**src/rtl/reg_fifo_pkg.sv**
```systemverilog
// -----------------------------------------------------------------------------
// reg_fifo_pkg
//   Shared defaults and helpers for the register-based FIFO.
//   DEF_WIDTH   : default data word width
//   DEF_DEPTH   : default number of storage entries
//   DEF_COUNT_W : default width of the occupancy count
//   next_ptr()  : pointer increment with explicit wrap at depth-1, so depths
//                 that are not powers of two wrap correctly
// -----------------------------------------------------------------------------
package reg_fifo_pkg;

   localparam int DEF_WIDTH   = 32;
   localparam int DEF_DEPTH   = 16;
   localparam int DEF_COUNT_W = 6;

   function automatic logic [31:0] next_ptr(input logic [31:0] ptr, input int depth_i);
      return (ptr == 32'(depth_i - 1)) ? 32'd0 : ptr + 32'd1;
   endfunction

endpackage

```
**src/rtl/reg_fifo_if.sv**
```systemverilog
// -----------------------------------------------------------------------------
// reg_fifo_if
//   Producer/consumer bus of the register FIFO.
//   data_in  : write data            w_en  : write request
//   r_en     : read request          data_out : registered read data
//   empty    : no stored entries     full  : depth entries stored
//   count_1  : current occupancy
//   master modport : the side driving requests (producer/consumer)
//   slave  modport : the FIFO itself
// -----------------------------------------------------------------------------
interface reg_fifo_if
   import reg_fifo_pkg::*;
#(
   parameter int width       = DEF_WIDTH,
   parameter int count_width = DEF_COUNT_W
);

   logic [width-1:0]       data_in;
   logic                   w_en;
   logic                   r_en;
   logic [width-1:0]       data_out;
   logic                   empty;
   logic                   full;
   logic [count_width-1:0] count_1;

   modport master (
      output data_in, w_en, r_en,
      input  data_out, empty, full, count_1
   );

   modport slave (
      input  data_in, w_en, r_en,
      output data_out, empty, full, count_1
   );

endinterface

```
**src/rtl/reg_fifo.sv**
```systemverilog
// -----------------------------------------------------------------------------
// reg_fifo
//   Single-clock register-array FIFO with a registered read port.
//   clk   : rising-edge clock
//   reset : synchronous, active-high; clears pointers, count and data_out
//   bus   : reg_fifo_if.slave (data_in, w_en, r_en in; data_out, empty,
//           full, count_1 out)
//   Requests are qualified internally: writes to a full FIFO are dropped
//   unless a read happens in the same cycle, reads of an empty FIFO are
//   ignored (no write-to-read bypass). Read data appears one cycle after
//   an accepted read and holds otherwise.
// -----------------------------------------------------------------------------
module reg_fifo
   import reg_fifo_pkg::*;
#(
   parameter int width       = DEF_WIDTH,
   parameter int depth       = DEF_DEPTH,
   parameter int count_width = DEF_COUNT_W
) (
   input  logic      clk,
   input  logic      reset,
   reg_fifo_if.slave bus
);

   localparam int PTR_W = (depth > 1) ? $clog2(depth) : 1;

   logic [width-1:0]       mem_q [0:depth-1];

   logic [PTR_W-1:0]       wr_ptr_q,   wr_ptr_d;
   logic [PTR_W-1:0]       rd_ptr_q,   rd_ptr_d;
   logic [count_width-1:0] count_q,    count_d;
   logic [width-1:0]       data_out_q, data_out_d;

   logic wr_acc;
   logic rd_acc;
   logic empty;
   logic full;

   // Flags decode from the registered count only.
   assign empty = (count_q == '0);
   assign full  = (count_q == count_width'(depth));

   always_comb begin
      // A full FIFO still accepts a write when a read frees the oldest slot
      // in the same cycle; the read returns that oldest word.
      wr_acc     = bus.w_en & (~full | bus.r_en);
      rd_acc     = bus.r_en & ~empty;

      wr_ptr_d   = wr_ptr_q;
      rd_ptr_d   = rd_ptr_q;
      data_out_d = data_out_q;

      if (wr_acc) begin
         wr_ptr_d = PTR_W'(next_ptr(32'(wr_ptr_q), depth));
      end
      if (rd_acc) begin
         rd_ptr_d   = PTR_W'(next_ptr(32'(rd_ptr_q), depth));
         data_out_d = mem_q[rd_ptr_q];
      end

      count_d = count_q + count_width'(wr_acc) - count_width'(rd_acc);
   end

   always_ff @(posedge clk) begin
      if (reset) begin
         wr_ptr_q   <= '0;
         rd_ptr_q   <= '0;
         count_q    <= '0;
         data_out_q <= '0;
      end else begin
         wr_ptr_q   <= wr_ptr_d;
         rd_ptr_q   <= rd_ptr_d;
         count_q    <= count_d;
         data_out_q <= data_out_d;
      end
   end

   // Storage is not cleared by reset; a reset cycle blocks the write so a
   // stale request cannot land in the array.
   always_ff @(posedge clk) begin
      if (!reset && wr_acc) begin
         mem_q[wr_ptr_q] <= bus.data_in;
      end
   end

   assign bus.data_out = data_out_q;
   assign bus.empty    = empty;
   assign bus.full     = full;
   assign bus.count_1  = count_q;

endmodule

```
**src/flat_wrapper.sv**
```systemverilog
// flat-port wrapper written by rule: the top's interface ports become plain ports
module reg_fifo_flat import reg_fifo_pkg::*;
#(
   parameter int width       = DEF_WIDTH,
   parameter int depth       = DEF_DEPTH,
   parameter int count_width = DEF_COUNT_W
)
  (clk, reset, bus_data_in, bus_w_en, bus_r_en, bus_data_out, bus_empty, bus_full, bus_count_1);
  reg_fifo_if #(.width(width), .count_width(count_width)) bus_i ();
  input  logic clk;
  input  logic reset;
  input wire logic [$bits(bus_i.data_in)-1:0] bus_data_in;
  input wire logic [$bits(bus_i.w_en)-1:0] bus_w_en;
  input wire logic [$bits(bus_i.r_en)-1:0] bus_r_en;
  output wire logic [$bits(bus_i.data_out)-1:0] bus_data_out;
  output wire logic [$bits(bus_i.empty)-1:0] bus_empty;
  output wire logic [$bits(bus_i.full)-1:0] bus_full;
  output wire logic [$bits(bus_i.count_1)-1:0] bus_count_1;
  assign bus_i.data_in = bus_data_in;
  assign bus_i.w_en = bus_w_en;
  assign bus_i.r_en = bus_r_en;
  assign bus_data_out = bus_i.data_out;
  assign bus_empty = bus_i.empty;
  assign bus_full = bus_i.full;
  assign bus_count_1 = bus_i.count_1;
  reg_fifo #(.width(width), .depth(depth), .count_width(count_width)) u_core (.clk(clk), .reset(reset), .bus(bus_i));
endmodule
```
**config.mk**
```make
export PLATFORM = sky130hd
export DESIGN_NAME = reg_fifo_flat
export DESIGN_NICKNAME = d
export VERILOG_FILES = /design/src/rtl/reg_fifo_pkg.sv /design/src/rtl/reg_fifo_if.sv /design/src/rtl/reg_fifo.sv /design/src/flat_wrapper.sv
export SDC_FILE = /design/constraint.sdc
export NUM_CORES = 1
export LEC_CHECK = 0
export ABC_AREA = 0
export BUFFER_PORTS_ARGS = -buffer_cell sky130_fd_sc_hd__buf_2
export CAP_MARGIN = 40
export CORE_ASPECT_RATIO = 1.5
export CORE_MARGIN = 5
export CORE_UTILIZATION = 50
export DETAILED_ROUTE_END_ITERATION = 8
export PLACE_DENSITY = 0.76
export SLEW_MARGIN = 20
export SYNTH_ARGS = -nofsm -noshare
export SYNTH_HDL_FRONTEND = slang
export SYNTH_SLANG_ARGS = --single-unit
```
**constraint.sdc**
```tcl
create_clock -name clk -period 4.5 [get_ports clk]
set_input_delay 0 -clock clk [delete_from_list [all_inputs] [get_ports clk]]
set_output_delay 0 -clock clk [all_outputs]
set_load 0.01 [all_outputs]
```
==> impl_metrics.json <==
{
  "grt_max_degree": 119,
  "path_max_fanout": 22,
  "core_um2": 42800,
  "syn_inst": 1117,
  "setup-violations-final": 0,
  "crit_type": "flop to flop",
  "startpoint_type": "flop",
  "yosysSeqAreaShare": 0.757,
  "wl_met3_um": 3000,
  "vias_per_cell": 5.90,
  "slowest_stage": "nor2_4",
  "synthArstFlopShare": 0,
  "p_leak_nw": 7.92,
  "ir_worst_vdd_uv": 253,
  "synth_most_common_cell": "edfxtp_1",
  "gp_congestion": 0.792,
  "drt_wl_total_um": 46400,
  "wl_per_cell_um": 25.0,
  "htree_num_levels": 2,
  "fin_tns_setup_ns": 0,
  "antenna_found_initial": 1,
  "finalHoldViolCount": 0,
  "worstPathCellList": "inv_1, ha_1, nand4bb_1, o211a_1, nand2_1, nor2_4, buf_4",
  "cts_resized": 0,
  "rsz0062_at_grt": "false",
  "hpwl_um": 25200,
  "port_buffers": 75,
  "numCtsBuffers": 47,
  "avgSynthCellArea_um2": 19.3,
  "max_clock_freq_mhz": 370,
  "fin_crit_sh": 0.600,
  "start_util": 0.502,
  "die_area_um2": 47400,
  "arrival_ns": 2.95,
  "synth_area_leader_cell": "edfxtp_1",
  "synth_common_cells": "edfxtp_1, mux2i_1, nor2_1",
  "hold_ws_ns": 0.347,
  "cts_tree": "done",
  "worst_pin_slew_ns": 1.11,
  "synth.area.top_cells": "edfxtp_1, mux4_2, mux2i_1",
  "max-slew-margin-rel": 0.261,
  "hold_path.class": "input pin to flop",
  "synth-main-ff-cell": "edfxtp_1",
  "period_needed_ns": 2.70,
  "cts-root-buf": "clkbuf_16",
  "drt_iter0_markers": 896,
  "grt_pass1_wl_um": 69800,
  "ios": 76,
  "met2_length_um": 25300,
  "syn_to_final_growth_pct": 14.4,
  "top_layer_used": "met4",
  "num_rows": 93,
  "synth_edf_count": 512,
  "grt_pass1_vias": 11500,
  "route.vias.total": 11000,
  "cts_setup_buffers": 0,
  "power_mw": 11.5,
  "power_density_nw_per_um2": 467,
  "ant_nets": 0,
  "crit_path_max_incr_delay_ns": 0.70,
  "grt_util_all_layers": 0.197,
  "synth-warning-count": 0,
  "cp_data_required_time_ns": 4.75,
  "overflow": 0,
  "synth-seq-cells": 558,
  "drtPass1Iterations": 5,
  "nNetsFinal": 1300,
  "drive_gt1_frac": 0.240,
  "die_w_um": 179,
  "cp-end-kind": "flop",
  "clk_pin_slew_worst_paths_ns": 0.07,
  "dieHeight_um": 264,
  "final_cells": 1859,
  "syn_area_um2": 21500,
  "dpl.cell_count": 1729,
  "max-cap-violations": 0,
  "skew_ns": 0.0220,
  "wl_met1_um": 17000,
  "outcome": "finished clean",
  "clockBufferDepth": 3,
  "syn_nets": 1168,
  "slew_violations": 0,
  "synth_cell_types": 45,
  "clk_latency_ns": 0.57,
  "drc": 0,
  "clkSinkCount": 558,
  "synth_top_area_share": 0.715
}
==> final timing paths <==
| kind | startpoint | endpoint | slack [ns] | cells past startpoint |
|---|---|---|---|---|
| min | reset | u_core.rd_ptr_q[3] | 0.35 | 4 |
| max reg2reg | u_core.bus.count_1[3] | u_core.mem_q[10][2] | 1.80 | 7 |
| min reg2reg | u_core.bus.data_out[11] | u_core.bus.data_out[11] | 0.49 | 2 |
| max | u_core.bus.count_1[3] | u_core.mem_q[10][2] | 1.80 | 7 |
==> per-layer routing <==
layer  GRT usage  vias to the layer above
met4      0.0577                        0
met3      0.0322                       72
met5           0                        -
met1       0.242                     5694
li1            -                     4789
met2       0.356                      418
==> final cells by class <==
class                      instances  area (um2)
fill                            3138       18200
antenna                            1        2.50
tap                              570         713
clock buffer                      60        1260
timing repair buffer             149        1160
sequential                       558       16300
inverter                          16        60.1
clock inverter                    28         238
multi-input combinational        477        4870
==> timing repair <==
item,CTS,global route
hold endpoints to repair,519,0
endpoints found under the setup margin,0,0
hold buffers,35,0
==> stage by stage <==
step,area [um2],utilization,setup WS [ns]
finish,24600,0.575,1.80
global route,24600,0.575,1.65
CTS,24400,0.571,1.79
detailed placement,22600,0.528,1.81
global placement,22600,0.527,1.55
floorplan,21500,-,0.739
==> kinds of logic after synthesis <==
kind of cell,after synthesis,synth area share
buffers and inverters,82,0.0223
adders and majority gates,15,0.00907
and+or+nand+nor,121,0.0246
muxes,195,0.129
DFF,558,0.757
xor gates and xnor gates,4,0.00163
AOI/OAI and AO/OA,142,0.0558
==> flip-flops by register name (all words and copies together) (netlist names) <==
name                 count
u_core.rd_ptr_q          4
u_core.mem_q           512
u_core.bus.count_1       6
u_core.bus.data_out     32
u_core.wr_ptr_q          4
==> placed cells by master, fill, tap and decap left out, types with 32 or more instances in the layout <==
cell           count
dfxtp_1           43
buf_2             75
nor2_1            70
edfxtp_1         512
mux2i_1          128
mux4_2            66
clkbuf_16         47
dlygate4sd3_1     35
o22ai_1           32
==> worst max-delay path: cells and delay by family, from the launching register on <==
| family | cells | cell delay [ns] |
|---|---|---|
| simple gates | 3 | 1.13 |
| flops | 1 | 0.36 |
| buf+inv | 2 | 0.44 |
| fa+ha+maj | 1 | 0.20 |
| compound gates | 1 | 0.23 |
==> power by group <==
group	switching (mW)	internal, mW	total [mW]
clock	1.79	2.18	3.97
sequential	0.135	5.81	5.94
combinational	0.870	0.710	1.58
Note: power is estimated with default switching activity, not from simulation.
